--- src/rtl/syn_pipe_hazard_ctrl.sv ---
`default_nettype none
// ============================================================================
// Module   : syn_pipe_hazard_ctrl
// Brief    : Hazard and forwarding controller for the 5-stage core. Tracks the
//            destination registers of in-flight instructions and produces
//            per-operand forwarding selects, load-use stalls, branch flushes
//            and saturating stall/flush debug counters.
// Options  : PIPE_HAZARD_HALT_DRAIN_EN - builds the RUN/DRAIN/HALTED drain FSM
//            driven by halt_req; when undefined halt_req is ignored and
//            drained is tied low.
// Revision : 1.0 - initial release
// ============================================================================
module syn_pipe_hazard_ctrl #(
  parameter int REG_ADDR_BIT = 5,
  parameter int FWD_DEPTH    = 2,
  parameter int LOAD_LAT     = 1,
  parameter int CNT_BIT      = 16,
  localparam int FWD_SEL_BIT = $clog2(FWD_DEPTH + 1)
) (
  input  logic                    clk,
  input  logic                    rst_n,
  input  logic                    en,
  input  logic                    id_valid,
  input  logic [REG_ADDR_BIT-1:0] id_req_a,
  input  logic [REG_ADDR_BIT-1:0] id_req_b,
  input  logic                    id_use_a,
  input  logic                    id_use_b,
  input  logic                    id_w_en,
  input  logic [REG_ADDR_BIT-1:0] id_req_w,
  input  logic                    id_is_load,
  input  logic                    ex_redirect,
  input  logic                    halt_req,
  output logic                    stall,
  output logic                    flush,
  output logic [FWD_SEL_BIT-1:0]  fwd_sel_a,
  output logic [FWD_SEL_BIT-1:0]  fwd_sel_b,
  output logic                    drained,
  output logic [CNT_BIT-1:0]      stall_cnt,
  output logic [CNT_BIT-1:0]      flush_cnt
);

  localparam logic [CNT_BIT-1:0] c_cnt_max = {CNT_BIT{1'b1}};

  // Scoreboard, entry 1 = instruction currently in EX
  logic [FWD_DEPTH:1]      r_sb_valid;
  logic [FWD_DEPTH:1]      r_sb_wen;
  logic [FWD_DEPTH:1]      r_sb_load;
  logic [REG_ADDR_BIT-1:0] r_sb_reg [1:FWD_DEPTH];

  logic [FWD_SEL_BIT-1:0]  w_sel_a;
  logic [FWD_SEL_BIT-1:0]  w_sel_b;
  logic                    w_lu_a;
  logic                    w_lu_b;
  logic                    w_drain_stall;

  // Youngest-match search: scanning oldest to youngest lets entry 1 win
  always_comb begin
    w_sel_a = '0;
    w_sel_b = '0;
    w_lu_a  = 1'b0;
    w_lu_b  = 1'b0;
    for (int k = FWD_DEPTH; k >= 1; k--) begin
      if (r_sb_valid[k] && r_sb_wen[k] && id_use_a && (id_req_a != '0) &&
          (r_sb_reg[k] == id_req_a)) begin
        w_sel_a = FWD_SEL_BIT'(k);
        w_lu_a  = r_sb_load[k] && (k <= LOAD_LAT);
      end
      if (r_sb_valid[k] && r_sb_wen[k] && id_use_b && (id_req_b != '0) &&
          (r_sb_reg[k] == id_req_b)) begin
        w_sel_b = FWD_SEL_BIT'(k);
        w_lu_b  = r_sb_load[k] && (k <= LOAD_LAT);
      end
    end
  end

  // A load result that is not yet available cannot be forwarded: read regfile
  assign fwd_sel_a = w_lu_a ? '0 : w_sel_a;
  assign fwd_sel_b = w_lu_b ? '0 : w_sel_b;

  // Redirect squashes the ID instruction, so a flush overrides any stall
  assign flush = ex_redirect;
  assign stall = (w_lu_a | w_lu_b | w_drain_stall) & ~ex_redirect;

  // Scoreboard shift: entry 1 takes the ID instruction or a bubble
  always_ff @(posedge clk or negedge rst_n) begin
    if (!rst_n) begin
      r_sb_valid <= '0;
      r_sb_wen   <= '0;
      r_sb_load  <= '0;
      for (int k = 1; k <= FWD_DEPTH; k++) begin
        r_sb_reg[k] <= '0;
      end
    end else if (en) begin
      for (int k = FWD_DEPTH; k >= 2; k--) begin
        r_sb_valid[k] <= r_sb_valid[k-1];
        r_sb_wen[k]   <= r_sb_wen[k-1];
        r_sb_load[k]  <= r_sb_load[k-1];
        r_sb_reg[k]   <= r_sb_reg[k-1];
      end
      r_sb_valid[1] <= id_valid & ~stall & ~flush;
      r_sb_wen[1]   <= id_w_en;
      r_sb_load[1]  <= id_is_load;
      r_sb_reg[1]   <= id_req_w;
    end
  end

  // Saturating debug counters of stall and flush cycles
  always_ff @(posedge clk or negedge rst_n) begin
    if (!rst_n) begin
      stall_cnt <= '0;
      flush_cnt <= '0;
    end else if (en) begin
      if (stall && (stall_cnt != c_cnt_max)) stall_cnt <= stall_cnt + 1'b1;
      if (flush && (flush_cnt != c_cnt_max)) flush_cnt <= flush_cnt + 1'b1;
    end
  end

`ifdef PIPE_HAZARD_HALT_DRAIN_EN
  typedef enum logic [1:0] {
    ST_RUN    = 2'd0,
    ST_DRAIN  = 2'd1,
    ST_HALTED = 2'd2
  } state_t;

  state_t r_state;
  logic   r_drained;
  logic   w_older_empty;

  // Entry 1 is bubbled while draining, so the pipe is empty after this edge
  // once every entry that shifts onward is already invalid
  always_comb begin
    w_older_empty = 1'b1;
    for (int k = 1; k < FWD_DEPTH; k++) begin
      if (r_sb_valid[k]) w_older_empty = 1'b0;
    end
  end

  assign w_drain_stall = (r_state == ST_DRAIN) | halt_req;
  assign drained       = r_drained;

  // Drain FSM with registered drained flag
  always_ff @(posedge clk or negedge rst_n) begin
    if (!rst_n) begin
      r_state   <= ST_RUN;
      r_drained <= 1'b0;
    end else if (en) begin
      case (r_state)
        ST_RUN: begin
          if (halt_req) r_state <= ST_DRAIN;
        end
        ST_DRAIN: begin
          if (w_older_empty) begin
            r_state   <= ST_HALTED;
            r_drained <= 1'b1;
          end
        end
        ST_HALTED: begin
          if (!halt_req) begin
            r_state   <= ST_RUN;
            r_drained <= 1'b0;
          end
        end
        default: begin
          r_state   <= ST_RUN;
          r_drained <= 1'b0;
        end
      endcase
    end
  end
`else
  logic w_unused_halt;

  assign w_unused_halt = halt_req;
  assign w_drain_stall = 1'b0;
  assign drained       = 1'b0;
`endif

endmodule
`default_nettype wire

--- config.mk ---
export PLATFORM = sky130hd
export DESIGN_NAME = syn_pipe_hazard_ctrl
export DESIGN_NICKNAME = d
export VERILOG_FILES = /design/src/rtl/syn_pipe_hazard_ctrl.sv
export SDC_FILE = /design/constraint.sdc
export NUM_CORES = 1
export LEC_CHECK = 0
export CAP_MARGIN = 25
export CELL_PAD_IN_SITES_DETAIL_PLACEMENT = 1
export CELL_PAD_IN_SITES_GLOBAL_PLACEMENT = 1
export CORE_MARGIN = 3
export CORE_UTILIZATION = 38
export DETAILED_ROUTE_END_ITERATION = 10
export PLACE_DENSITY_LB_ADDON = 0.12
export SYNTH_ARGS = -nofsm -noshare
export SYNTH_HDL_FRONTEND = slang
export SYNTH_SLANG_ARGS = --single-unit
--- constraint.sdc ---
create_clock -name clk -period 2.49 [get_ports clk]
set_input_delay 0.3735 -clock clk [delete_from_list [all_inputs] [get_ports clk]]
set_output_delay 0.3735 -clock clk [all_outputs]
set_load 0.01 [all_outputs]
==> results.toml, run 1 <==
[floorplanning]
io_pins = 64
dieArea_um2 = 7800
initial_core_util = 0.399
die_h_um = 88.3
num_rows = 29
die_x_um = 88.3
core_area_um2 = 6460

[routing]
avgViaCountPerCell = 5.44
wl_per_cell_um = 17.4
drt-total-wl_um = 6910
ant_nets = 0
dr.pass1.iters = 4
vias = 2156
route.detailed.drc = 0
drt_first_iter_violations = 63

[global_route]
grt_overflow = 0
antenna_found_initial = 0
first_global_vias = 2193
grt_use_total = 0.187
grt_max_degree = 28
grt_pass1_wl_um = 11400

[clock_network]
cts_buffer_depth = 2
clock_latency_ns = 0.30
h-tree-depth = 2
cts_tree = "yes"
clock-sinks = 47
path_clk_slew_ns = 0.09
cts_root_buf = "clkbuf_8"
cts_buffers = 5

[sta]
setup-tns-final_ns = 0
finalClockSkew_ns = 0.00760
max_freq_mhz = 413
worst_pin_slew_ns = 0.616
hold_violations = 0
report.final.slew_viol_count = 0
slew_headroom = 0.589
setup_viol = 0
period_needed_ns = 2.42
timing.final.crit_share = 0.973

[critical_path]
path_delay_family = "simple AND/OR/NAND/NOR gates"
critical_path.endpoint_type = "output pin"
path_cells = "clkdlybuf4s50_1, or4_1, o21ai_2, or3_4, nor4b_4, buf_2"
crit_path_max_incr_delay_ns = 0.54
cp.arrival_ns = 2.05
crit_fanout = 3
path_buf_inv = 2
startpoint_type = "primary input"
required_ns = 2.12
rr_startpoint = "r_sb_reg[7]"
slowest_stage = "or4_1"
critPathKind = "in -> out"
startpoint = "id_req_b[0]"

[synth]
synth_top_area_share = 0.457
ys_types = 36
async_flop_share = 1.00
yosysTopAreaCell = "dfrtp_1"
synthTopCellsByArea = "dfrtp_1 46%, xnor2_1 9.9%, xor2_1 6.8%"
syn-num-nets = 265
yosys_warnings = 0
ys.flop_type = "dfrtp_1"
ys_ff_latch = 47
postSynthCellCount = 238
ys_seq_area_frac = 0.457
synth_edf_count = 0
synth_area_um2 = 2570
avgSynthCellArea_um2 = 10.8

[placed_design]
placed_cell_area_um2 = 3320
place_congestion = 0.777
place_hpwl_um = 5170
io_buffers = 61

[finish]
finish.instance_area_um2 = 3560
nNetsFinal = 345
n_antenna_cell = 0
fin_util = 0.552
drive_gt1_frac = 0.207
syn_to_final_growth_pct = 38.3

[run]
maxCapViolCount = 0

[status]
status = "completed"

[pwr]
vdd_drop_max_mv = 0.514
power.density_cell_area_nw_per_um2 = 539
leakagePower_nw = 1.55

[worst_hold_path]
worst_hold_path_type = "in -> async"
power breakdown:
group	switching (mW)	internal, mW
Clock	0.277	0.300
Sequential	0.104	0.839
Combinational	0.160	0.241
Total	0.541	1.38
layout make-up:
| class | instances | area, um2 |
|---|---|---|
| fill | 736 | 2900 |
| tap | 77 | 96.3 |
| multi-input combinational | 178 | 1380 |
| timing repair buffer | 83 | 787 |
| inverter | 3 | 11.3 |
| sequential | 47 | 1180 |
| clock inverter | 3 | 43.8 |
| clock buffer | 5 | 68.8 |
Yosys cell counts, types with 2 or more instances:
master / count
a2111oi_2: 3
or3_1: 2
nand4_1: 16
ha_1: 2
xnor2_1: 29
and3_1: 8
o21ai_1: 2
a211oi_1: 6
buf_6: 4
o2111ai_1: 3
and4_1: 4
dfrtp_1: 47
and2_1: 4
o21ai_0: 3
nor4b_1: 2
buf_4: 2
nor2_1: 9
buf_2: 2
nand3_1: 10
nor3_1: 2
xor2_1: 20
mux2_2: 15
nand2_1: 19
or4_1: 2
inv_1: 3
a21oi_1: 8
nor2b_1: 2
per-stage QoR:
step / power [mW] / worst slack [ns] / cells / hold slack (ns)
floorplan: 1.12 / 0.268 / 238 / 0.0779
finish: 1.92 / 0.0667 / 396 / 0.0728
detailed placement: 1.34 / -0.485 / 382 / 0.437
global route: 2.01 / -0.0285 / 396 / 0.126
CTS: 1.92 / 0.000939 / 392 / 0.0971
global placement: 1.33 / -0.471 / 382 / 0.426
logic make-up (layout without fill, tap and decap cells):
logic type               Yosys count  in the layout  synth area share
XOR/XNOR                          49             49             0.167
AO/OA/AOI/OAI                     29             29            0.0904
flip-flops                        47             47             0.457
buffers and inverters             13             94            0.0345
AND/OR/NAND/NOR                   81             81             0.171
adder cells (fa/ha/maj)            2              2           0.00972
other                              1              1           0.00146
multiplexers                      16             16            0.0700
final timing paths:
path | to | slack, ns | cells after the start
worst max-delay path | fwd_sel_b[1] | 0.07 | 6
worst min-delay path | stall_cnt[2] | 0.07 | 1
worst max register to register | stall_cnt[10] | 0.13 | 8
worst min register to register | stall_cnt[13] | 0.49 | 1
max in group asynchronous | flush_cnt[8] | 1.80 | 2
min in group clk | stall_cnt[13] | 0.49 | 1
placed cells by master, fill, tap and decap left out, types with 4 or more instances in the layout:
cell	Yosys	final
nand4_1	16	16
nand3_1	10	10
xor2_1	20	20
a21oi_1	8	7
buf_4	2	18
xnor2_1	29	27
dlygate4sd2_1	0	6
and4_1	4	4
and3_1	8	8
dfrtp_1	47	45
clkdlybuf4s50_1	0	48
mux2_2	15	15
clkbuf_8	0	5
nand2_1	19	19
a211oi_1	6	6
and2_1	4	4
nor2_1	9	9
buf_2	2	4
worst reg2reg max path, delay by kind of cell, from the launching register on:
kind	cells	cell delay (ns)
buffers and inverters	3	0.44
DFF	1	0.44
xor gates and xnor gates	1	0.11
and+or+nand+nor	2	0.56
muxes	1	0.33
AOI/OAI and AO/OA	1	0.37
per-layer routing:
| layer | vias up | share of wire | track usage |
|---|---|---|---|
| met1 | 1103 | 0.45 | 0.245 |
| met2 | 37 | 0.52 | 0.329 |
| li1 | 1014 | - | - |
| met5 | - | 0 | 0 |
| met4 | 0 | 0.0028 | 0.0330 |
| met3 | 2 | 0.031 | 0.0298 |
timing repair:
action / in CTS / in global routing
setup buffers: 2 / 4
hold buffers: 0 / 0
gates resized for setup: 39 / 10
endpoints found under the setup margin: 5 / 6
pin swaps: 6 / 6
No activity file was read; power rests on OpenSTA's default activity.
==> inputs of run 2 (changes only) <==
--- a/config.mk
+++ b/config.mk
@@ -9,7 +9,8 @@
 export CELL_PAD_IN_SITES_DETAIL_PLACEMENT = 1
 export CELL_PAD_IN_SITES_GLOBAL_PLACEMENT = 1
 export CORE_MARGIN = 3
-export CORE_UTILIZATION = 38
+export CORE_UTILIZATION = 39
+export CTS_BUF_LIST = sky130_fd_sc_hd__clkbuf_8
 export DETAILED_ROUTE_END_ITERATION = 10
 export PLACE_DENSITY_LB_ADDON = 0.12
 export SYNTH_ARGS = -nofsm -noshare
==> constraint.sdc (replaced) <==
create_clock -name clk -period 2.49 [get_ports clk]
set_input_delay 0.498 -clock clk [delete_from_list [all_inputs] [get_ports clk]]
set_output_delay 0.498 -clock clk [all_outputs]
set_load 0.01 [all_outputs]
==> results.toml, run 2 (synthesis results as in run 1) <==
[sta]
period_needed_ns = 2.52
finalClockSkew_ns = 0.00781
hold_violations = 0
timing.final.crit_share = 1.01
worst_pin_slew_ns = 0.577
rsz0062_at_grt = "yes"
report.final.slew_viol_count = 0
max_freq_mhz = 397
setup_viol = 1
slew_headroom = 0.611
worst_hold_slack_ns = 0.160
worst_slack_ns = -0.0276

[routing]
dr_wl_met2_um = 3860
top_layer = "met4"
wl_per_cell_um = 18.1
route.detailed.drc = 0
dr_wl_met3_um = 290
ant_nets = 0
drt_first_iter_violations = 81
vias = 2217
dr.pass1.iters = 4
avgViaCountPerCell = 5.45
drt-met1-wl_um = 3060
drt-total-wl_um = 7370

[floorplanning]
initial_core_util = 0.418
core_area_um2 = 6170
num_rows = 28
dieArea_um2 = 7610
io_pins = 64
die_h_um = 87.3
die_x_um = 87.3

[finish]
n_antenna_cell = 0
nNetsFinal = 359
layoutNonFillerInstCount = 407
final_cell_mix = "47 x dfrtp_1, 45 x clkdlybuf4s50_1, 32 x buf_4"
fill_cells = 678
syn_to_final_growth_pct = 41.6
drive_gt1_frac = 0.259
fin_util = 0.592
final_common_cell = "dfrtp_1"

[placed_design]
dp_slack_ns = -0.803
io_buffers = 61
placed_cells = 392
place_hpwl_um = 5070
place_congestion = 0.794

[critical_path]
critical_path.endpoint_type = "output pin"
startpoint = "id_use_a"
cp.arrival_ns = 2.02
startpoint_type = "primary input"
crit_fanout = 4
required_ns = 1.99
rr_startpoint = "r_sb_reg[6]"
regToRegEndpoint = "stall_cnt[10]"
critPathKind = "in -> out"
reg2reg_setup_slack_ns = 0.14
r2r_cells = 8

[global_route]
grt_max_degree = 27
grt_use_total = 0.203
antenna_found_initial = 0
grt_pass1_wl_um = 12000
first_global_vias = 2405
grt_overflow = 0

[pwr]
switching_share = 0.285
p_clk_frac = 0.289
p_switching_mw = 0.550
pwr-share-comb = 0.223
leakagePower_nw = 1.61
p_int_mw = 1.38
p_total_mw = 1.93
power.density_cell_area_nw_per_um2 = 530
power_frac_seq = 0.488
vdd_drop_max_mv = 0.397

[clock_network]
clock-sinks = 47
cts_hold_buf = 0
cts_tree = "yes"
cts_buffers = 5
path_clk_slew_ns = 0.09
cts_buffer_depth = 2
clock_latency_ns = 0.31
cts_root_buf = "clkbuf_8"
h-tree-depth = 2

[worst_hold_path]
worst_hold_path_type = "in -> async"

[run]
maxCapViolCount = 0

[status]
violations = "setup timing"
status = "finished, violations left"
## run 2: changes by cell type in the layout (fill, tap and decap cells not counted), sizes merged, moves of 2 or more
cell | previous run | this run
buf | 26 | 44
clkbuf | 5 | 9
dlygate4sd2 | 6 | 2
clkdlybuf4s50 | 48 | 45
clkinv | 2 | 0
## run 2: power by group through the flow
stage / clock, mW / sequential [mW] / combinational (mW)
2_1_floorplan: 0 / 0.952 / 0.167
3_3_place_gp: 0 / 0.949 / 0.398
3_5_place_dp: 0 / 0.951 / 0.409
4_1_cts: 0.577 / 0.938 / 0.425
5_1_grt: 0.610 / 0.958 / 0.468
6_report: 0.559 / 0.943 / 0.431
## run 2: routing by layer
layer	vias up	global-route usage
met4	0	0.0642
met5	-	0
met1	1116	0.253
met2	48	0.351
li1	1040	-
met3	13	0.0388
## run 2: how the worst max path moves through the flow
stage	slack (ns)	cells past startpoint	to
floorplan	0.02	6	fwd_sel_b[1]
global placement	-0.75	6	fwd_sel_b[1]
detailed placement	-0.80	6	fwd_sel_b[1]
CTS	0.002	7	stall
global route	-0.07	7	stall
finish	-0.03	7	stall
## run 2: timing repair
action / 4_1_cts / 5_1_grt
setup endpoints to repair: 5 / 5
resized for setup: 62 / 8
setup buffers: 5 / 3
pin swaps: 13 / 5
## run 2: through the flow
stage               area [um2]  TNS (ns)
global route              3650   -0.0657
CTS                       3640         0
global placement          3420     -3.72
finish                    3650   -0.0276
detailed placement        3420     -4.71
floorplan                 2570         0
## run 2: worst max-delay path, stage by stage
cell,delay (ns)
clkdlybuf4s50_1,0.52
o21ai_4,0.08
or3_4,0.40
buf_6,0.14
a21oi_4,0.12
nor2b_4,0.16
buf_6,0.11
## run 2: cell type report
cell class	count	area (um2)	area share
clock inverters	2	33.8	0.00926
repair buffers	97	858	0.235
clock buffers	5	68.8	0.0189
multi-input cells	178	1410	0.385
inverters	3	11.3	0.00309
well taps	75	93.8	0.0257
flip-flops and latches	47	1180	0.322
==> inputs of run 3 (changes only) <==
--- a/config.mk
+++ b/config.mk
@@ -12,6 +12,7 @@
 export CORE_UTILIZATION = 39
 export CTS_BUF_LIST = sky130_fd_sc_hd__clkbuf_8
 export DETAILED_ROUTE_END_ITERATION = 10
+export MAX_ROUTING_LAYER = met4
 export PLACE_DENSITY_LB_ADDON = 0.12
 export SYNTH_ARGS = -nofsm -noshare
 export SYNTH_HDL_FRONTEND = slang
==> results.toml, run 3 (synthesis results as in run 1) <==
[critical_path]
startpoint_type = "primary input"
reg2reg_setup_slack_ns = 0.16
critical_path.endpoint_type = "output pin"
crit_fanout = 4
regToRegEndpoint = "stall_cnt[10]"
required_ns = 1.99
r2r_cells = 8
path_cells = "clkdlybuf4s50_1, o21ai_4, or3_4, buf_6, a21oi_4, nor2b_4, buf_6"
timing.critical_path.mode_cell = "buf_6"
critPathKind = "in -> out"
cp.arrival_ns = 2.02
rr_startpoint = "r_sb_reg[6]"
crit_path_max_incr_delay_ns = 0.52
slowest_stage = "clkdlybuf4s50_1"

[clock_network]
clock-sinks = 47
clock_latency_ns = 0.31
path_clk_slew_ns = 0.09
cts_root_buf = "clkbuf_8"
h-tree-depth = 2
cts_buffers = 5
cts_buffer_depth = 2
cts_tree = "yes"

[global_route]
gr-usage-met3 = 0.0360
first_global_vias = 2412
grt.busiest_layer = "met2"
grt_use_total = 0.208
grt_pass1_wl_um = 12000
grt_use_met2 = 0.351
grt.met1_usage = 0.255
grt_overflow = 0
grt_max_degree = 27
antenna_found_initial = 0

[pwr]
vdd_drop_max_mv = 0.398
switching_share = 0.285
power.density_cell_area_nw_per_um2 = 531
p_clk_frac = 0.290
p_switching_mw = 0.552
power_frac_seq = 0.488
p_int_mw = 1.38
leakagePower_nw = 1.61
pwr-share-comb = 0.223

[finish]
finish.instance_area_um2 = 3650
n_antenna_cell = 0
drive_gt1_frac = 0.259
fin_util = 0.592
final_common_cell = "dfrtp_1"
syn_to_final_growth_pct = 41.6
final_cell_mix = "47 x dfrtp_1, 45 x clkdlybuf4s50_1, 32 x buf_4"
nNetsFinal = 359

[floorplanning]
dieArea_um2 = 7610
initial_core_util = 0.418
io_pins = 64
core_area_um2 = 6170
die_h_um = 87.3
die_x_um = 87.3
num_rows = 28

[routing]
dr.pass1.iters = 4
route.detailed.drc = 0
avgViaCountPerCell = 5.45
wl_per_cell_um = 18.0
drt-total-wl_um = 7340
drt_first_iter_violations = 61
vias = 2217
ant_nets = 0

[status]
violations = "setup timing"
status = "finished, violations left"

[sta]
report.final.slew_viol_count = 0
max_freq_mhz = 398
worst_pin_slew_ns = 0.586
period_needed_ns = 2.51
worst_slack_ns = -0.0236
slew_headroom = 0.605
rsz0062_at_grt = "yes"
worst_hold_slack_ns = 0.158
finalClockSkew_ns = 0.00838
setup_viol = 1
timing.final.crit_share = 1.01
hold_violations = 0
setup-tns-final_ns = -0.0236

[placed_design]
placed_cell_area_um2 = 3420
place_hpwl_um = 5070
io_buffers = 61
place_congestion = 0.805

[run]
maxCapViolCount = 0

[worst_hold_path]
worst_hold_path_type = "in -> async"
run 3: cell counts in the layout (fill, tap and decap cells not counted):
Identical to the previous run, type by type.
run 3: worst max-delay path by stage:
stage	depth (start not counted)	to	from	slack (ns)
final	7	stall	id_use_a	-0.02
after global placement	6	fwd_sel_b[1]	id_req_b[0]	-0.75
after detailed placement	6	fwd_sel_b[1]	id_req_b[0]	-0.80
after floorplan	6	fwd_sel_b[1]	id_req_b[0]	0.02
after global routing	7	stall	r_sb_reg[7]	-0.07
after CTS	7	stall	r_sb_reg[9]	0.002
run 3: cell type report:
type	instances	area (um2)
Inverter	3	11.3
Multi-Input combinational cell	178	1410
Clock buffer	5	68.8
Timing Repair Buffer	97	858
Sequential cell	47	1180
Fill cell	678	2520
Tap cell	75	93.8
Clock inverter	2	33.8
run 3: timing repair:
action / 4_1_cts / 5_1_grt
resized for setup: 62 / 8
hold buffers: 0 / 0
pin swaps: 13 / 5
endpoints found under the setup margin: 5 / 5
setup buffers: 5 / 3
run 3: power by group through the flow:
stage | clock [mW] | sequential (mW) | combinational [mW]
after detailed placement | 0 | 0.951 | 0.409
after CTS | 0.577 | 0.938 | 0.425
after floorplan | 0 | 0.952 | 0.167
final | 0.560 | 0.944 | 0.431
after global routing | 0.610 | 0.958 | 0.467
after global placement | 0 | 0.949 | 0.398
run 3: worst max-delay path, delay by kind of cell:
family / cells / cell delay [ns]
buffers and inverters: 3 / 0.77
and+or+nand+nor: 2 / 0.56
AOI/OAI and AO/OA: 2 / 0.20
run 3: routing by layer:
layer,vias to the layer above,share of wire
met5,-,0
met4,0,0.021
met3,12,0.029
met2,41,0.52
met1,1124,0.43
li1,1040,-
run 3: stage by stage:
step / std cells / power [mW] / setup slack [ns]
after floorplan: 238 / 1.12 / 0.0187
after global placement: 392 / 1.35 / -0.747
after detailed placement: 392 / 1.36 / -0.803
after CTS: 404 / 1.94 / 0.00224
after global routing: 407 / 2.04 / -0.0656
final: 407 / 1.94 / -0.0236
